### config.mk
export PLATFORM = sky130hd
export DESIGN_NAME = mc_controller_p
export DESIGN_NICKNAME = d
export VERILOG_FILES = /design/src/rtl/mc_controller_p.sv
export SDC_FILE = /design/constraint.sdc
export NUM_CORES = 1
export LEC_CHECK = 0
export ABC_AREA = 1
export CORE_MARGIN = 3
export CORE_UTILIZATION = 35
export CTS_CLUSTER_DIAMETER = 150
export DETAILED_ROUTE_END_ITERATION = 8
export PLACE_DENSITY = 0.7
export SETUP_SLACK_MARGIN = 0.2
export SYNTH_ARGS = -nofsm -noshare
export SYNTH_HDL_FRONTEND = slang
export SYNTH_SLANG_ARGS = --single-unit
### constraint.sdc
create_clock -name clk -period 1.7 [get_ports clk]
set_clock_uncertainty 0.15 [all_clocks]
set_input_delay 0.255 -clock clk [delete_from_list [all_inputs] [get_ports clk]]
set_output_delay 0.255 -clock clk [all_outputs]
set_load 0.01 [all_outputs]
### src/rtl/mc_controller_p.sv
// mc_controller_p: multicycle controller for the accumulator/register datapath.
// It sequences fetch, decode and execute, and stretches every memory access
// until the memory reports completion. If a memory access waits longer than
// WAIT_MAX cycles, the controller parks in a sticky FAULT state until reset.
module mc_controller_p #(
   parameter int IW       = 8,
   parameter int AOPW     = 2,
   parameter int WAIT_MAX = 15
) (
   input  logic            clk,
   input  logic            rst,
   input  logic [IW-1:0]   ins,
   input  logic [2:0]      czn,
   input  logic            mem_ready,
   output logic            selA,
   output logic            selB,
   output logic            IorD,
   output logic            memRead,
   output logic            memWrite,
   output logic            pcWrite,
   output logic            IRld,
   output logic            TRld,
   output logic            MDRld,
   output logic            DIld,
   output logic            CZNld,
   output logic            regWrite,
   output logic            RA2sel,
   output logic            WAsel,
   output logic            WDsel,
   output logic            jmpSignal,
   output logic [AOPW-1:0] aluOp,
   output logic            fault,
   output logic [3:0]      state_o
);

   localparam logic [3:0] S_IF    = 4'd0;
   localparam logic [3:0] S_ID    = 4'd1;
   localparam logic [3:0] S_JMP   = 4'd2;
   localparam logic [3:0] S_ACU   = 4'd3;
   localparam logic [3:0] S_LW1   = 4'd4;
   localparam logic [3:0] S_LW2   = 4'd5;
   localparam logic [3:0] S_AD1   = 4'd6;
   localparam logic [3:0] S_AD2   = 4'd7;
   localparam logic [3:0] S_SW    = 4'd8;
   localparam logic [3:0] S_DI    = 4'd9;
   localparam logic [3:0] S_FAULT = 4'd15;

   localparam logic [AOPW-1:0] ALU_ADD = AOPW'(0);
   localparam logic [AOPW-1:0] ALU_AND = AOPW'(1);
   localparam logic [AOPW-1:0] ALU_OR  = AOPW'(2);

   // The counter only has to reach WAIT_MAX; it saturates beyond that, so a
   // disabled timeout (WAIT_MAX=0) cannot wrap into anything meaningful.
   localparam int CW = (WAIT_MAX < 1) ? 1 : $clog2(WAIT_MAX + 1);

   logic [3:0]    state_q, state_d;
   logic [CW-1:0] wcnt_q, wcnt_d;

   logic [2:0] op;
   logic [1:0] fld;
   logic [1:0] cc;
   logic       is_mem;
   logic       timeout;
   logic       jmp_taken;
   logic       st_known;
   logic       unused_ins;

   assign op  = ins[IW-1:IW-3];
   assign fld = ins[IW-3:IW-4];
   assign cc  = ins[IW-4:IW-5];

   // Low instruction bits carry operand fields for the datapath only.
   assign unused_ins = ^ins[IW-6:0];

   assign is_mem = (state_q == S_IF) || (state_q == S_LW1) ||
                   (state_q == S_AD1) || (state_q == S_SW);

   // A completing access (mem_ready=1) always wins over the timeout.
   assign timeout = (WAIT_MAX > 0) && is_mem && !mem_ready &&
                    (wcnt_q == CW'(WAIT_MAX));

   assign st_known = (state_q <= S_DI) || (state_q == S_FAULT);

   // Jump condition: unconditional, or on C, Z or N from the CZN register.
   always_comb begin
      jmp_taken = 1'b0;
      case (cc)
         2'b00:   jmp_taken = 1'b1;
         2'b01:   jmp_taken = czn[2];
         2'b10:   jmp_taken = czn[1];
         default: jmp_taken = czn[0];
      endcase
   end

   // State and wait-counter registers; reset lands in IF with a clear counter.
   always_ff @(posedge clk) begin
      if (rst) begin
         state_q <= S_IF;
         wcnt_q  <= '0;
      end else begin
         state_q <= state_d;
         wcnt_q  <= wcnt_d;
      end
   end

   // Next-state logic: memory states hold until mem_ready or timeout.
   always_comb begin
      state_d = state_q;
      case (state_q)
         S_IF: begin
            if (mem_ready)    state_d = S_ID;
            else if (timeout) state_d = S_FAULT;
         end
         S_ID: begin
            case (op)
               3'b000:          state_d = S_LW1;
               3'b001:          state_d = S_SW;
               3'b010, 3'b011:  state_d = S_AD1;
               3'b100, 3'b101:  state_d = S_ACU;
               3'b110:          state_d = S_JMP;
               default:         state_d = S_DI;
            endcase
         end
         S_JMP:   state_d = S_IF;
         S_ACU:   state_d = S_IF;
         S_LW1: begin
            if (mem_ready)    state_d = S_LW2;
            else if (timeout) state_d = S_FAULT;
         end
         S_LW2:   state_d = S_IF;
         S_AD1: begin
            if (mem_ready)    state_d = S_AD2;
            else if (timeout) state_d = S_FAULT;
         end
         S_AD2:   state_d = S_IF;
         S_SW: begin
            if (mem_ready)    state_d = S_IF;
            else if (timeout) state_d = S_FAULT;
         end
         S_DI:    state_d = S_IF;
         S_FAULT: state_d = S_FAULT;
         default: state_d = S_IF;
      endcase
   end

   // Wait counter: counts stalled cycles of the current access, restarts on any state change.
   always_comb begin
      wcnt_d = wcnt_q;
      if (state_d != state_q) begin
         wcnt_d = '0;
      end else if (is_mem && !mem_ready && (wcnt_q != {CW{1'b1}})) begin
         wcnt_d = wcnt_q + CW'(1);
      end
   end

   // Output decode: strobes per state; everything forced low while rst is high.
   always_comb begin
      selA      = 1'b0;
      selB      = 1'b0;
      IorD      = 1'b0;
      memRead   = 1'b0;
      memWrite  = 1'b0;
      pcWrite   = 1'b0;
      IRld      = 1'b0;
      TRld      = 1'b0;
      MDRld     = 1'b0;
      DIld      = 1'b0;
      CZNld     = 1'b0;
      regWrite  = 1'b0;
      RA2sel    = 1'b0;
      WAsel     = 1'b0;
      WDsel     = 1'b0;
      jmpSignal = 1'b0;
      aluOp     = ALU_ADD;
      fault     = 1'b0;
      state_o   = 4'd0;
      if (!rst) begin
         if (st_known) state_o = state_q;
         case (state_q)
            S_IF: begin
               memRead = 1'b1;
               IRld    = mem_ready;
               pcWrite = mem_ready;
            end
            S_ID: begin
               TRld = (op == 3'b000) || (op == 3'b001) || (op == 3'b010) ||
                      (op == 3'b011) || (op == 3'b110);
            end
            S_JMP: begin
               jmpSignal = jmp_taken;
               pcWrite   = jmp_taken;
            end
            S_ACU: begin
               selB     = 1'b1;
               WDsel    = 1'b1;
               regWrite = 1'b1;
               CZNld    = 1'b1;
               case (fld)
                  2'b00:   begin selA = 1'b1; aluOp = ALU_ADD; end
                  2'b01:   aluOp = ALU_ADD;
                  2'b10:   aluOp = ALU_AND;
                  default: aluOp = ALU_OR;
               endcase
            end
            S_LW1: begin
               IorD    = 1'b1;
               memRead = 1'b1;
               MDRld   = mem_ready;
            end
            S_LW2: begin
               RA2sel   = 1'b1;
               WAsel    = 1'b1;
               regWrite = 1'b1;
            end
            S_AD1: begin
               IorD    = 1'b1;
               memRead = 1'b1;
               MDRld   = mem_ready;
            end
            S_AD2: begin
               RA2sel   = 1'b1;
               WAsel    = 1'b1;
               WDsel    = 1'b1;
               regWrite = 1'b1;
               CZNld    = 1'b1;
               aluOp    = ins[IW-3] ? ALU_AND : ALU_ADD;
            end
            S_SW: begin
               IorD     = 1'b1;
               selB     = 1'b1;
               memWrite = 1'b1;
            end
            S_DI: begin
               DIld = 1'b1;
            end
            S_FAULT: begin
               fault = 1'b1;
            end
            default: ;
         endcase
      end
   end

endmodule

[Word level (Yosys, flattened, before mapping)]
Cells that the tools add are included.
W data, S select, Z words.
Storage, ports and cells
  flip-flop bits (word level): 8
  bits of input ports: 14
  word-level logic and storage cells: 99
Cells by class
  add/sub/neg operators: 1
  $lt $le $gt $ge: 1
  equal/unequal tests: 23
  multiplexer cells: 45
  reduce and logical (&&, ||, !) cells: 27
Operators with widths (number)
  $mux W1: 31
  $mux W4: 7
  $pmux W4 S6: 1
  $pmux W4 S5: 1
  $eq A4 B3 Y1 const B: 4
  $eq A4 B4 Y1 const B: 4
  $reduce_or A2 Y1: 8
  $eq A3 B3 Y1 const B: 3
  $reduce_or A3 Y1: 3
  $eq A4 B2 Y1 const B: 2
  $logic_or A1 B1 Y1: 8
  $pmux W2 S2: 2
  $eq A3 B2 Y1 const B: 2
  $add A4 B1 Y4 const B: 1
  $eq A2 B1 Y1 const B: 2
  $eq A2 B2 Y1 const B: 2
  $eq A4 B1 Y1 const B: 1
  $le A4 B4 Y1 const B: 1
  $logic_not A2 Y1: 2
  $logic_not A4 Y1: 1
  $ne A4 B4 Y1: 1
  $ne A4 B4 Y1 const B: 1
  $eq A3 B1 Y1 const B: 1
  $logic_and A1 B1 Y1: 3
  5 further kinds: 5

[Depth between registers and ports, before layout]
Gate-level depths: netlist of run 1.
  depth in word-level cells: 11
  gate-level depth with buffers: 11
  gate-level depth less buffers: 11

[Least setup slack after synthesis of run 1]
Ideal clock, no wire load.
  kind: flip-flop to flip-flop
  start point: register wcnt_q[0]
  end point: register wcnt_q[2]
  library setup time: 0.078 ns
  data arrival time: 1.261 ns
  setup slack: 0.211 ns
  cell stages (with the launch flop): 8
  buffers on the path: 0
  period minus slack after synthesis: 1.489 ns
  path through: dfxtp_1 -> ha_1 -> nand3_1 -> nand2_1 -> a21boi_0 -> o21ai_2 -> nand3_2 -> nor3_1
On the way
  cells in the longest elaborated chain, start to end: 7
  elaborated cells on any way between the ends: 13
  those cells by class: 1 x add/sub; 3 x eq/ne; 6 x mux; 3 x reduce/logical
RTL lines
  from (decl): line 57  | logic [CW-1:0] wcnt_q, wcnt_d;
  from (signal assigned): line 102  | wcnt_q <= wcnt_d;
  $eq A4 B4 Y1: line 80  | (wcnt_q == CW'(WAIT_MAX));
  $logic_and A1 B1 Y1: line 79  | assign timeout = (WAIT_MAX > 0) && is_mem && !mem_ready &&
  $mux W4
  $mux W4 (on tied branches)
  $pmux W4 S6: line 109  | case (state_q)
  $ne A4 B4 Y1: line 149  | if (state_d != state_q) begin
  $reduce_or A2 Y1 (no line)
Parallel ways exist; a longest one is shown, timed or not.
A chain may end at the register's enable or synchronous reset.

[Worst setup path after layout of run 1]
  start point: register state_q[3]
  end point: register wcnt_q[2]
On the way
  cells in the longest elaborated chain, start to end: 11
  elaborated cells on any way between the ends: 20
  those cells by class: 6 x eq/ne; 6 x mux; 8 x reduce/logical
RTL lines
  from (decl): line 56  | logic [3:0] state_q, state_d;
  from (signal assigned): line 101  | state_q <= state_d;
  $eq A4 B3 Y1 / $logic_not A4 Y1 (equally long branches): line 75, 109
  $logic_or A1 B1 Y1 (2 in series): line 75  | assign is_mem = (state_q == S_IF) || (state_q == S_LW1) ||
  $logic_or A1 B1 Y1: line 76  | (state_q == S_AD1) || (state_q == S_SW);
  $logic_and A1 B1 Y1: line 79, 151
  $logic_and A1 B1 Y1: line 79
  $mux W4
  $mux W4 (on tied branches)
  $pmux W4 S6: line 109
  $ne A4 B4 Y1: line 149
  $reduce_or A2 Y1 (no line)
Parallel ways exist; a longest one is shown, timed or not.

==> impl_metrics.yaml, run 1 <==
synthesis:
  synthCells: 148
  yosysMostFrequentCell: "nand2_1"
  yosys.area.top_type: "dfxtp_1"
  yosys-top-cells-area: "dfxtp_1, nand2_1, nor2_1, inv_1, a21oi_1"
  syn-cell-area_um2: 855
  yosys_warnings: 0
  syn_nets: 163
  synth_top_flop_cell: "dfxtp_1"
  yosysSeqAreaShare: 0.187
  ys_ff_latch: 8
  synth-edff-count: 0
  synth_top_cell_area_share: 0.187
  async_flop_share: 0
  synth_cell_types: 24
  postSynthAreaPerCell_um2: 5.77
  ys_top_cells_by_count: "nand2_1, nor2_1, inv_1, a21oi_1, nor3_1"
floorplan:
  die_area_um2: 3070
  pin_count: 37
  die_h_um: 55.4
  die_w_um: 55.4
  start_util: 0.379
  row_count: 17
  coreArea_um2: 2250
power:
  p_sw_uw: 429
  switching_share: 0.431
  power_frac_clock: 0.144
  p_leak_uw: 0.000937
  p_comb_frac: 0.621
  p_total_uw: 995
  power.density_nw_per_um2: 541
  irDropWorstVdd_v: 0.000718
  pwr-share-seq: 0.235
  p_int_uw: 566
critical_path:
  cp.arrival_ps: 1830
  critical_path_class: "reg -> reg"
  end_kind: "register"
  reg2reg_setup_slack_ps: -100
  rr_endpoint: "wcnt_q[2]$_SDFFE_PP0P_"
  crit_path_start_kind: "register"
  endpoint: "wcnt_q[2]$_SDFFE_PP0P_"
  r2r_cells: 11
  cp_max_fo: 5
  crit_path_start: "state_q[3]$_SDFF_PP0_"
  worstPathRequired_ps: 1730
  r2r_start: "state_q[3]$_SDFF_PP0_"
place:
  gp_congestion: 0.926
  hpwl_mm: 2.50
  place_ws_ps: -540
  numPortBuffers: 33
drt:
  first_pass_iters: 4
  vias: 1388
  dr.first_iter.drc_count: 51
  routedWlPerCell_um: 16.2
  totalWireLength_mm: 4.21
  drtAntennaViolNets: 0
  drc: 0
  viasPerCell: 5.34
timing:
  setup_viol: 14
  relSlewSlack: 0.839
  setup_ws_ps: -95.5
  worst_slew_pin_slew_ps: 239
  rsz0062_at_grt: "yes"
  min_period_ps: 1800
  tns_ps: -583
  clock.fmax_mhz: 557
  finalHoldViolations: 0
  drv_slew: 0
  period_share: 1.06
clocking:
  cts_tree: "done"
  clk_latency_ps: 250
  cts_root_buf: "clkbuf_4"
  clkSlewWorstSetupHoldPaths_ps: 60
  cts_sinks: 8
  cts_made_buffers: 3
  cts_buffer_depth: 2
  ctsHoldBuffers: 0
  htree_levels: 1
global_routing:
  overflow: 0
  grt_pass1_vias: 1307
  grt_usage: 0.229
  grt_max_degree: 8
  grt_first_pass_wirelength_mm: 5.74
  antenna_found_initial: 0
final_layout:
  fill_cells: 148
  drive_gt1_frac: 0.668
  final_util: 0.816
  layout-area-overhead-vs-synth_pct: 115
  final_nets: 249
  num_antenna_cells: 0
job:
  maxCapViolations: 0
run_status:
  status: "finished with violations"
  violations: "setup timing"
hold_path:
  hold_path_class: "reg -> reg"
## cell families (layout without fill, tap and decap cells)
family                   count (synthesis)  after routing  synth area share
adder cells (fa/ha/maj)                  1              1            0.0146
XOR/XNOR                                 2              2            0.0293
flip-flops                               8              8             0.187
buffers and inverters                   28            112             0.145
AO/OA/AOI/OAI                           20             20             0.132
AND/OR/NAND/NOR                         89             89             0.492
## power by group through the flow
stage	Combinational (uW)	Sequential [uW]	Clock (uW)
floorplan	226	211	0
finish	618	234	143
detailed placement	434	221	0
CTS	476	220	146
global placement	426	220	0
global route	657	234	163
## layout by cell type, fill, tap and decap left out, types with 5 or more instances in the layout
cell,instances
buf_4,42
buf_2,24
nand2_1,18
nor2_1,15
inv_1,12
nand2_2,12
buf_6,11
dlygate4sd2_1,10
nor3_2,8
a21oi_2,8
inv_2,6
nor2_4,6
nand3_1,6
nand2_4,5
nand3_4,5
## timing repair
item | CTS | global route
gates resized for setup | 142 | 61
buffers inserted | 3 | 7
hold endpoints to repair | 0 | 0
setup endpoints to repair | 31 | 31
pin swaps | 18 | 18
gates cloned | 1 | 0
## area by class of cell
cell class              count  area (um2)  share of cell area
multi-input cells         112         862               0.469
repair buffers             87         647               0.352
flip-flops and latches      8         175              0.0952
inverters                  22        97.6              0.0531
well taps                  28        35.0              0.0190
clock buffers               3        22.5              0.0122
## how the worst min path moves through the flow
stage / startpoint / end / slack, ps / depth (start not counted)
finish: wcnt_q[1]$_SDFFE_PP0P_ / wcnt_q[1]$_SDFFE_PP0P_ / 440 / 4
global route: wcnt_q[1]$_SDFFE_PP0P_ / wcnt_q[1]$_SDFFE_PP0P_ / 490 / 4
CTS: wcnt_q[3]$_SDFFE_PP0P_ / wcnt_q[3]$_SDFFE_PP0P_ / 430 / 3
detailed placement: wcnt_q[1]$_SDFFE_PP0P_ / wcnt_q[1]$_SDFFE_PP0P_ / 420 / 4
global placement: wcnt_q[1]$_SDFFE_PP0P_ / wcnt_q[1]$_SDFFE_PP0P_ / 390 / 4
floorplan: rst / state_q[3]$_SDFF_PP0_ / 290 / 3
## sequential cells by signal (all words and copies together) (netlist names)
name	flops
wcnt_q	4
state_q	4
## critical path, cell delays in order, from the launching register on
cell,delay [ps]
dfxtp_4,400
nor2_4,140
buf_6,110
o21ai_4,50
buf_6,120
nand2_4,100
nand3_2,80
nand2_2,110
nand2_2,70
nand2_2,90
nand3_4,100
nor3_2,190
## layer usage
metal,GRT usage,vias to the layer above,routed length [um]
met1,0.266,660,1700
met5,0,-,0
met2,0.426,71,2140
li1,-,645,-
met4,0.0660,0,97
met3,0.0350,12,273
## stage by stage
stage	instance area, um2	std cells	hold slack (ps)
after floorplan	855	148	292
after global placement	1500	246	389
after detailed placement	1500	246	416
after CTS	1580	253	428
after global routing	1840	260	490
final	1840	260	441
(Power assumes the default switching activity.)
==> run 2: changes to the inputs <==
--- a/config.mk
+++ b/config.mk
@@ -6,12 +6,12 @@
 export NUM_CORES = 1
 export LEC_CHECK = 0
 export ABC_AREA = 1
-export CORE_MARGIN = 3
 export CORE_UTILIZATION = 35
 export CTS_CLUSTER_DIAMETER = 150
 export DETAILED_ROUTE_END_ITERATION = 8
 export PLACE_DENSITY = 0.7
 export SETUP_SLACK_MARGIN = 0.2
+export SLEW_MARGIN = 10
 export SYNTH_ARGS = -nofsm -noshare
 export SYNTH_HDL_FRONTEND = slang
 export SYNTH_SLANG_ARGS = --single-unit
==> impl_metrics.yaml, run 2 (synthesized netlist as in run 1, its figures left out) <==
run_status:
  status: "finished with violations"
  violations: "setup timing"
final_layout:
  final_common_cell: "buf_4"
  final_nets: 256
  fill_cells: 112
  layout-area-overhead-vs-synth_pct: 137
  fin_area_um2: 2020
  drive_gt1_frac: 0.724
  regArea_um2: 175
  reg_top3: "state_q: 4 flops, wcnt_q: 4 flops"
  num_antenna_cells: 0
  multi_input_area_um2: 943
  final_cell_mix: "buf_4, buf_2, buf_6"
drt:
  drc: 0
  totalWireLength_mm: 5.55
  vias: 1533
  viasPerCell: 5.74
  routedWlPerCell_um: 20.8
  dr.first_iter.drc_count: 47
  drtAntennaViolNets: 0
  first_pass_iters: 4
timing:
  finalHoldViolations: 0
  min_period_ps: 1870
  rsz0062_at_grt: "yes"
  period_share: 1.10
  setup_viol: 17
  relSlewSlack: 0.709
  drv_slew: 0
  worst_slew_pin_slew_ps: 432
  tns_ps: -1790
  clock.fmax_mhz: 536
  setup_ws_ps: -166
critical_path:
  cp_max_fo: 4
  cpPeakStageDelay_ps: 400
  end_kind: "output port"
  path_cells: "buf_4 > nand2_2 > nor2_4 > nor3_4 > nor3_2 > buf_2"
  crit_path_top_delay_cell: "dfxtp_4"
  cp.buffers_inverters: 2
  critical_path_class: "reg -> out"
  worstPathRequired_ps: 1290
  crit_path_start_kind: "register"
  cp_top_family: "simple AND/OR/NAND/NOR gates"
  cp.arrival_ps: 1460
power:
  switching_share: 0.449
  pwr-share-seq: 0.210
  p_sw_uw: 496
  p_comb_frac: 0.651
  power_frac_clock: 0.139
  power.density_nw_per_um2: 546
  p_leak_uw: 0.000992
  irDropWorstVdd_v: 0.000536
  p_int_uw: 608
global_routing:
  overflow: 0
  grt_first_pass_wirelength_mm: 6.72
  grt_pass1_vias: 1457
  grt_usage: 0.341
  antenna_found_initial: 0
  grt_max_degree: 9
clocking:
  ctsHoldBuffers: 0
  cts_root_buf: "clkbuf_4"
  cts_tree: "done"
  clk_latency_ps: 260
  htree_levels: 1
  cts_buffer_depth: 2
  cts_made_buffers: 3
  clkSlewWorstSetupHoldPaths_ps: 60
  cts_sinks: 8
place:
  numPortBuffers: 33
  placedInstanceArea_um2: 1510
  hpwl_mm: 2.47
  gp_congestion: 0.838
floorplan:
  pin_count: 37
  coreArea_um2: 2250
  die_area_um2: 2640
  row_count: 17
  start_util: 0.379
  die_h_um: 51.4
  die_w_um: 51.4
job:
  maxCapViolations: 0
hold_path:
  hold_path_class: "in -> reg"
run 2: path summary, 6_finish.rpt:
| kind | from | endpoint | slack, ps | cells after the start |
|---|---|---|---|---|
| setup / recovery | state_q[1]$_SDFF_PP0_ | state_o[2] | -170 | 6 |
| hold / removal | rst | state_q[2]$_SDFF_PP0_ | 430 | 3 |
| hold reg to reg | wcnt_q[1]$_SDFFE_PP0P_ | wcnt_q[1]$_SDFFE_PP0P_ | 490 | 4 |
| setup reg to reg | state_q[1]$_SDFF_PP0_ | wcnt_q[2]$_SDFFE_PP0P_ | -150 | 11 |
run 2: routing by layer:
layer	global-route usage	share of wire	up-vias
met4	0.176	0.068	0
met3	0.0417	0.079	38
met1	0.400	0.37	731
met5	0	0	-
li1	-	-	660
met2	0.597	0.49	104
run 2: timing repair:
action | 4_1_cts | 5_1_grt
setup buffers | 10 | 7
gates resized for setup | 182 | 48
pin swaps | 24 | 20
endpoints found under the setup margin | 31 | 31
run 2: layout make-up:
| cell class | instances | share of cell area |
|---|---|---|
| multi-input combinational | 112 | 0.467 |
| timing repair buffer | 94 | 0.370 |
| clock buffer | 3 | 0.0111 |
| tap | 28 | 0.0173 |
| inverter | 22 | 0.0483 |
| sequential | 8 | 0.0866 |
run 2: worst min-delay path: stages:
cell and delay, ps:
dlygate4sd2_1 280, buf_4 230, a21oi_2 40
run 2: metrics by stage:
stage               total power (uW)  std cells  setup WS, ps   util  hold slack (ps)
floorplan                        436        148           211      -              292
global placement                 643        247          -461  0.669              390
CTS                              902        260         -30.4  0.789              392
detailed placement               657        247          -528  0.669              424
finish                          1100        267          -166  0.897              434
global route                    1140        267          -237  0.897              435
run 2: power groups by stage:
stage / Sequential (uW) / Combinational [uW] / Clock [uW]
after floorplan: 211 / 226 / 0
after global placement: 219 / 424 / 0
after detailed placement: 220 / 437 / 0
after CTS: 225 / 534 / 143
after global routing: 230 / 751 / 159
final: 232 / 719 / 153
